## config.mk

```make
export PLATFORM = sky130hd
export DESIGN_NAME = fft_bfly_pipe
export DESIGN_NICKNAME = d
export VERILOG_FILES = /design/src/rtl/fft_bfly_pipe.sv
export SDC_FILE = /design/constraint.sdc
export NUM_CORES = 2
export LEC_CHECK = 0
export ABC_AREA = 0
export CAP_MARGIN = 0
export CORE_AREA = 8 8 336 338
export CTS_CLUSTER_DIAMETER = 30
export DETAILED_ROUTE_END_ITERATION = 12
export DIE_AREA = 0 0 344 346
export GPL_ROUTABILITY_DRIVEN = 0
export GPL_TIMING_DRIVEN = 0
export HOLD_SLACK_MARGIN = 0.06
export PLACE_DENSITY = 0.75
export SYNTH_ARGS = -nofsm -noshare
export SYNTH_HDL_FRONTEND = slang
export SYNTH_SLANG_ARGS = --single-unit
export TNS_END_PERCENT = 20
```

## constraint.sdc

```tcl
create_clock -name clk -period 8.1 [get_ports clk]
set_input_delay 1.62 -clock clk [delete_from_list [all_inputs] [get_ports clk]]
set_output_delay 1.62 -clock clk [all_outputs]
set_load 0.005 [all_outputs]
```

## src/rtl/fft_bfly_pipe.sv

```systemverilog
// Radix-2 DIF butterfly: fft_a = a + b, fft_b = (a - b) * W_N^k, with ROM twiddles, IFFT conjugate, /2 scaling, saturation.
// Latency: 3 cycles from input handshake to out_valid; throughput one pair per cycle.
// Backpressure: out_valid && !out_ready freezes every stage; in_ready is the combinational inverse of that stall.
//
// Ports: clk/rst (synchronous, active-high); in_valid/in_ready with operands a, b (packed {re,im}),
//        twiddle index power, inverse, scale; out_valid/out_ready with results fft_a, fft_b;
//        ovf sticky saturation flag cleared by clr_ovf.
// Optional: define FFT_BFLY_STATS_EN to add bfly_cnt[15:0], a wrapping count of results handed off.
module fft_bfly_pipe #(
    parameter int DW    = 16,
    parameter int LOG2N = 4,
    parameter int TW    = 18
) (
    input  logic              clk,
    input  logic              rst,
    input  logic              in_valid,
    output logic              in_ready,
    input  logic [2*DW-1:0]   a,
    input  logic [2*DW-1:0]   b,
    input  logic [LOG2N-2:0]  power,
    input  logic              inverse,
    input  logic              scale,
    output logic              out_valid,
    input  logic              out_ready,
    output logic [2*DW-1:0]   fft_a,
    output logic [2*DW-1:0]   fft_b,
    output logic              ovf,
    input  logic              clr_ovf
`ifdef FFT_BFLY_STATS_EN
    ,
    output logic [15:0]       bfly_cnt
`endif
);

    localparam int N    = 1 << LOG2N;
    localparam int NH   = N / 2;
    localparam int FRAC = 16;            // twiddle fractional bits
    localparam int SW   = DW + 1;        // sum/difference width
    localparam int PW   = SW + TW;       // product width
    localparam int RW   = PW + 2;        // product sum plus rounding headroom
    localparam logic signed [RW-1:0] MAXV = RW'((1 << (DW - 1)) - 1);
    localparam logic signed [RW-1:0] MINV = -MAXV - RW'(1);

    // Truncated-magnitude twiddle: re = cos, im = -sin, evaluated at elaboration.
    function automatic logic signed [TW-1:0] tw_val(input int k, input bit im);
        real th;
        real v;
        int  mag;
        th  = 2.0 * 3.14159265358979323846 * k / N;
        v   = im ? -$sin(th) : $cos(th);
        mag = $rtoi(((v < 0.0) ? -v : v) * 65536.0);
        return (v < 0.0) ? TW'(-mag) : TW'(mag);
    endfunction

    // Round half toward +inf, then arithmetic shift right.
    function automatic logic signed [RW-1:0] rnd_shift(input logic signed [RW-1:0] v, input int sh);
        logic signed [RW-1:0] half;
        half = (sh == 0) ? '0 : (RW'(1) <<< (sh - 1));
        return (v + half) >>> sh;
    endfunction

    // Returns {clipped, value} clamped to the DW-bit signed range.
    function automatic logic [DW:0] sat(input logic signed [RW-1:0] v);
        if (v > MAXV) return {1'b1, MAXV[DW-1:0]};
        if (v < MINV) return {1'b1, MINV[DW-1:0]};
        return {1'b0, v[DW-1:0]};
    endfunction

    logic signed [TW-1:0] rom_wr [NH];
    logic signed [TW-1:0] rom_wi [NH];

    for (genvar g = 0; g < NH; g++) begin : g_rom
        localparam logic signed [TW-1:0] WR = tw_val(g, 1'b0);
        localparam logic signed [TW-1:0] WI = tw_val(g, 1'b1);
        assign rom_wr[g] = WR;
        assign rom_wi[g] = WI;
    end

    logic stall;

    // Stage 1: sum/difference and captured controls
    logic                 s1_vld_q;
    logic signed [SW-1:0] s1_sr_q, s1_si_q, s1_dr_q, s1_di_q;
    logic signed [SW-1:0] s1_sr_d, s1_si_d, s1_dr_d, s1_di_d;
    logic signed [TW-1:0] s1_wr_q, s1_wi_q, s1_wi_d;
    logic                 s1_sc_q;

    // Stage 2: products, sums carried forward
    logic                 s2_vld_q;
    logic signed [SW-1:0] s2_sr_q, s2_si_q;
    logic signed [PW-1:0] s2_rr_q, s2_ii_q, s2_ri_q, s2_ir_q;
    logic signed [PW-1:0] s2_rr_d, s2_ii_d, s2_ri_d, s2_ir_d;
    logic                 s2_sc_q;

    // Stage 3: output registers
    logic                 out_vld_q;
    logic [2*DW-1:0]      fa_q, fb_q, fa_d, fb_d;
    logic                 ovf_q, ovf_d, clip_d;

    logic signed [RW-1:0] re_b, im_b;
    logic [DW:0]          sat_ar, sat_ai, sat_br, sat_bi;
    int                   sc;

    assign stall     = out_vld_q && !out_ready;
    assign in_ready  = !stall;
    assign out_valid = out_vld_q;
    assign fft_a     = fa_q;
    assign fft_b     = fb_q;
    assign ovf       = ovf_q;

    always_comb begin
        s1_sr_d = {a[2*DW-1], a[2*DW-1:DW]} + {b[2*DW-1], b[2*DW-1:DW]};
        s1_si_d = {a[DW-1], a[DW-1:0]} + {b[DW-1], b[DW-1:0]};
        s1_dr_d = {a[2*DW-1], a[2*DW-1:DW]} - {b[2*DW-1], b[2*DW-1:DW]};
        s1_di_d = {a[DW-1], a[DW-1:0]} - {b[DW-1], b[DW-1:0]};
        // IFFT uses conj(W): only the imaginary twiddle flips sign
        s1_wi_d = inverse ? -rom_wi[power] : rom_wi[power];

        s2_rr_d = PW'(s1_dr_q) * PW'(s1_wr_q);
        s2_ii_d = PW'(s1_di_q) * PW'(s1_wi_q);
        s2_ri_d = PW'(s1_dr_q) * PW'(s1_wi_q);
        s2_ir_d = PW'(s1_di_q) * PW'(s1_wr_q);

        sc     = int'(s2_sc_q);
        re_b   = RW'(s2_rr_q) - RW'(s2_ii_q);
        im_b   = RW'(s2_ri_q) + RW'(s2_ir_q);
        sat_ar = sat(rnd_shift(RW'(s2_sr_q), sc));
        sat_ai = sat(rnd_shift(RW'(s2_si_q), sc));
        sat_br = sat(rnd_shift(re_b, FRAC + sc));
        sat_bi = sat(rnd_shift(im_b, FRAC + sc));
        fa_d   = {sat_ar[DW-1:0], sat_ai[DW-1:0]};
        fb_d   = {sat_br[DW-1:0], sat_bi[DW-1:0]};
        clip_d = sat_ar[DW] | sat_ai[DW] | sat_br[DW] | sat_bi[DW];

        // A clamp landing in the output register wins over a same-cycle clear
        ovf_d = ovf_q;
        if (clr_ovf) ovf_d = 1'b0;
        if (!stall && s2_vld_q && clip_d) ovf_d = 1'b1;
    end

    always_ff @(posedge clk) begin
        if (rst) begin
            s1_vld_q  <= 1'b0;
            s1_sr_q   <= '0;
            s1_si_q   <= '0;
            s1_dr_q   <= '0;
            s1_di_q   <= '0;
            s1_wr_q   <= '0;
            s1_wi_q   <= '0;
            s1_sc_q   <= 1'b0;
            s2_vld_q  <= 1'b0;
            s2_sr_q   <= '0;
            s2_si_q   <= '0;
            s2_rr_q   <= '0;
            s2_ii_q   <= '0;
            s2_ri_q   <= '0;
            s2_ir_q   <= '0;
            s2_sc_q   <= 1'b0;
            out_vld_q <= 1'b0;
            fa_q      <= '0;
            fb_q      <= '0;
            ovf_q     <= 1'b0;
        end else begin
            if (!stall) begin
                s1_vld_q  <= in_valid;
                s1_sr_q   <= s1_sr_d;
                s1_si_q   <= s1_si_d;
                s1_dr_q   <= s1_dr_d;
                s1_di_q   <= s1_di_d;
                s1_wr_q   <= rom_wr[power];
                s1_wi_q   <= s1_wi_d;
                s1_sc_q   <= scale;
                s2_vld_q  <= s1_vld_q;
                s2_sr_q   <= s1_sr_q;
                s2_si_q   <= s1_si_q;
                s2_rr_q   <= s2_rr_d;
                s2_ii_q   <= s2_ii_d;
                s2_ri_q   <= s2_ri_d;
                s2_ir_q   <= s2_ir_d;
                s2_sc_q   <= s1_sc_q;
                out_vld_q <= s2_vld_q;
                // Outputs hold their last result across bubbles
                if (s2_vld_q) begin
                    fa_q <= fa_d;
                    fb_q <= fb_d;
                end
            end
            ovf_q <= ovf_d;
        end
    end

`ifdef FFT_BFLY_STATS_EN
    logic [15:0] cnt_q;
    assign bfly_cnt = cnt_q;

    always_ff @(posedge clk) begin
        if (rst) begin
            cnt_q <= '0;
        end else if (out_vld_q && out_ready) begin
            cnt_q <= cnt_q + 16'd1;
        end
    end
`endif

endmodule

```

==> out/metrics.cfg <==
[outcome]
status=complete, but fails checks
violations=capacitance limit, slew limit, setup timing

[logic_synthesis]
syn_inst=7354
ys_async_sr_fraction_pct=0
synth_edf_count=0
synth_fp_nets=9232
synth_top_area_share_pct=39.0
ys_seq_area_share_pct=10.5
yosys_warnings=0
synth.most_common_cell=inv_1
ys.flop_type=dfxtp_1
synth_seq_cells=336
synth_commonest_cells=1550 x inv_1, 1248 x fa_1, 985 x nand2_1
netlist_top_cells_area=fa_1 39%, ha_1 11%, dfxtp_1 10%
synth_area_leader_cell=fa_1
syn_avg_cell_area_sq_um=8.72
synth_area_sq_um=64100
synth.distinct_cells=106

[die]
die_x_um=344
start_util_pct=59.5
row_count=121
core_area_sq_um=108000
fp.dieH_um=346
die_area_sq_um=119000
io_pins=141

[pwr]
seq_power_share_pct=10.4
internal_power_w=0.0101
clockPowerShare_pct=13.6
p_leak_nw=35.8
irDropWorstVdd_mv=0.543
combPwrFrac_pct=76.0
swShare_pct=56.3
total_power_w=0.0230
switchingPower_w=0.0130
power_density_nw_per_um2=328

[place]
dp_slack_ns=-1.32
dp_hpwl_um=187000
io_buffers=140

[final_layout]
fin_nets=9439
postLayoutCoreUtil_pct=65.1
area_growth_pct=9.43
drive_gt1_share_pct=4.19

[sta]
fin_skew_ns=0.0359
fmax_mhz=121
grt_setup_unrepaired=yes
holdWs_ns=0.449
setup_ws_ns=-0.195
hold_viol_final=0
maxSlewHeadroom_pct=-5.47
fin_crit_ns=8.30
tightest_slew_ns=1.58
fin_crit_sh_pct=102
finalSetupViolations=7
maxSlewViolCount=11

[detailed_routing]
wl_um=229000
drt.antenna.violating_nets=0
avgViaCountPerCell=6.04
dr.pass1.iters=10
initialDrtViolationCount=6268
vias=54700
drc=0
wl_per_cell_um=25.2

[critical_path]
endpoint_kind=flip-flop
critPathMaxStageDelay_ns=0.90
critPathKind=flip-flop to flip-flop
worst_setup_path_start_kind=flip-flop
crit_chain=clkbuf_2 -> buf_1 -> and2_1 -> fa_1 -> inv_1 -> fa_1 -> fa_1 -> inv_1 -> fa_1 -> fa_1 -> inv_1 -> fa_1 -> inv_1 -> ha_1 -> nand2_1 -> nor3_2 -> o2111ai_1 -> a21oi_1 -> nor3_1 -> nor3b_2 -> a221oi_2 -> xnor2_1 -> nand2_1 -> a21oi_1
startpoint=s1_wi_q[11]
cp_slowest_cell=buf_1
cp_top_family=adder cells
path_buf_inv=6
crit_top_cell=fa_1
worstPathRequired_ns=8.67
reg2reg_depth=24
path_depth=24
cp_max_fo=10
r2r-start=s1_wi_q[11]
crit_arrival_ns=8.87

[worst_hold_path]
hold_start=s2_ii_q[3]
worstHoldPathCells=2
hold_path.class=flip-flop to flip-flop

[grt]
grt_max_degree=14
antenna_found_initial=29
grt_pass1_vias=55400
gr-total-overflow=0
grt_pass1_wl_um=337000
grt_use_total_pct=38.2

[job]
max_cap_viol_count=2

[clocking]
clkTransAtPathRegs_ns=0.05
cts_buffers=71
clock-sinks=336
cts-root-buf=clkbuf_16
h-tree-depth=3
hold_buffers=0
clkLatencyLatePin_ns=0.64
clockBufferDepth=3
cts_tree=done
post_cts.repair.setup_buffers=0

## final timing paths
kind	end	slack (ns)
worst min register to register	s2_ii_q[3]	0.45
worst max register to register	s2_ri_q[28]	-0.20
worst min-delay path	s2_ii_q[3]	0.45
worst max-delay path	s2_ri_q[28]	-0.20
## stage by stage
step | instance area (sq um) | instances | TNS [ns]
finish | 70100 | 9059 | -0.484
floorplan | 64100 | 7354 | 0
global placement | 67300 | 8908 | -8.65
detailed placement | 67300 | 8911 | -9.53
global route | 70100 | 9039 | -0.139
CTS | 69900 | 9039 | -0.120
## worst register-to-register path, stage by stage (launching register included)
cell	delay [ns]
dfxtp_1	0.30
clkbuf_2	0.35
buf_1	0.91
and2_1	0.28
fa_1	0.40
inv_1	0.08
fa_1	0.43
fa_1	0.52
inv_1	0.06
fa_1	0.50
fa_1	0.50
inv_1	0.05
fa_1	0.48
inv_1	0.05
ha_1	0.36
nand2_1	0.13
nor3_2	0.21
o2111ai_1	0.15
a21oi_1	0.33
nor3_1	0.18
nor3b_2	0.48
a221oi_2	0.21
xnor2_1	0.87
nand2_1	0.26
a21oi_1	0.19
## kinds of logic (layout without fill, tap and decap cells)
| kind of cell | Yosys count | in the layout | synth area share [%] |
|---|---|---|---|
| adders and majority gates | 1804 | 1804 | 49.8 |
| buffers and inverters | 1917 | 2183 | 11.4 |
| AOI/OAI and AO/OA | 1040 | 1040 | 10.4 |
| xor gates and xnor gates | 219 | 219 | 2.99 |
| DFF | 336 | 336 | 10.5 |
| and+or+nand+nor | 2013 | 2013 | 14.5 |
| muxes | 25 | 25 | 0.400 |
| other | 0 | 25 | 0 |
## per-layer routing
layer / part of all wire [%] / GRT usage (%) / wire length (um) / up-vias
li1: - / - / - / 23100
met1: 34 / 44.9 / 77500 / 26500
met2: 40 / 53.9 / 91900 / 3805
met3: 14 / 15.2 / 32900 / 1213
met4: 11 / 32.7 / 25900 / 22
met5: 0.18 / 2.74 / 416 / -
## registers in the layout, indices dropped and copies added (netlist names), 12 cells and up
signal,count
s2_ii_q,35
s2_rr_q,35
s2_ir_q,34
s2_ri_q,34
fft_a,32
fft_b,32
s1_si_q,17
s1_sr_q,17
s2_si_q,17
s2_sr_q,17
s1_di_q,16
s1_dr_q,16
s1_wi_q,16
s1_wr_q,12
## power by group through the flow
stage | logic [W] | registers, W | clock network (W)
final | 0.0175 | 0.00240 | 0.00312
after global placement | 0.0159 | 0.00237 | 0
after floorplan | 0.0106 | 0.00220 | 0
after detailed placement | 0.0163 | 0.00239 | 0
after global routing | 0.0186 | 0.00240 | 0.00319
after CTS | 0.0165 | 0.00237 | 0.00311
## layout by cell type (no fill, tap or decap), types with 22 or more instances in the layout
cell type        count
a211oi_1            95
a21o_1              85
a21oi_1            375
a31oi_1             26
and2_1             386
and3_1              30
clkbuf_1           232
clkbuf_16           73
clkbuf_2            94
clkdlybuf4s50_1    140
dfxtp_1            329
diode_2             25
fa_1              1246
ha_1               556
inv_1             1550
nand2_1            984
nand2b_1            48
nand3_1             73
nand4_1             25
nor2_1             300
nor2b_1             33
nor3_1              50
o211ai_1            38
o21a_1              22
o21ai_0            140
o21ai_1             37
o21bai_1            30
or3_1               29
xnor2_1            154
xor2_1              60
## layout make-up
cell class	instances	area, sq um
Buffer	356	1580
Antenna cell	25	62.6
Multi-Input combinational cell	5101	50200
Tap cell	1414	1770
Fill cell	8844	37700
Sequential cell	336	6740
Clock inverter	46	583
Timing Repair Buffer	143	1440
Inverter	1552	5830
Clock buffer	86	1960
## timing repair
action / 4_1_cts / 5_1_grt
pin swaps: 0 / 2
gates resized for setup: 59 / 155
endpoints found under the setup margin: 27 / 22
(Power assumes the default switching activity.)
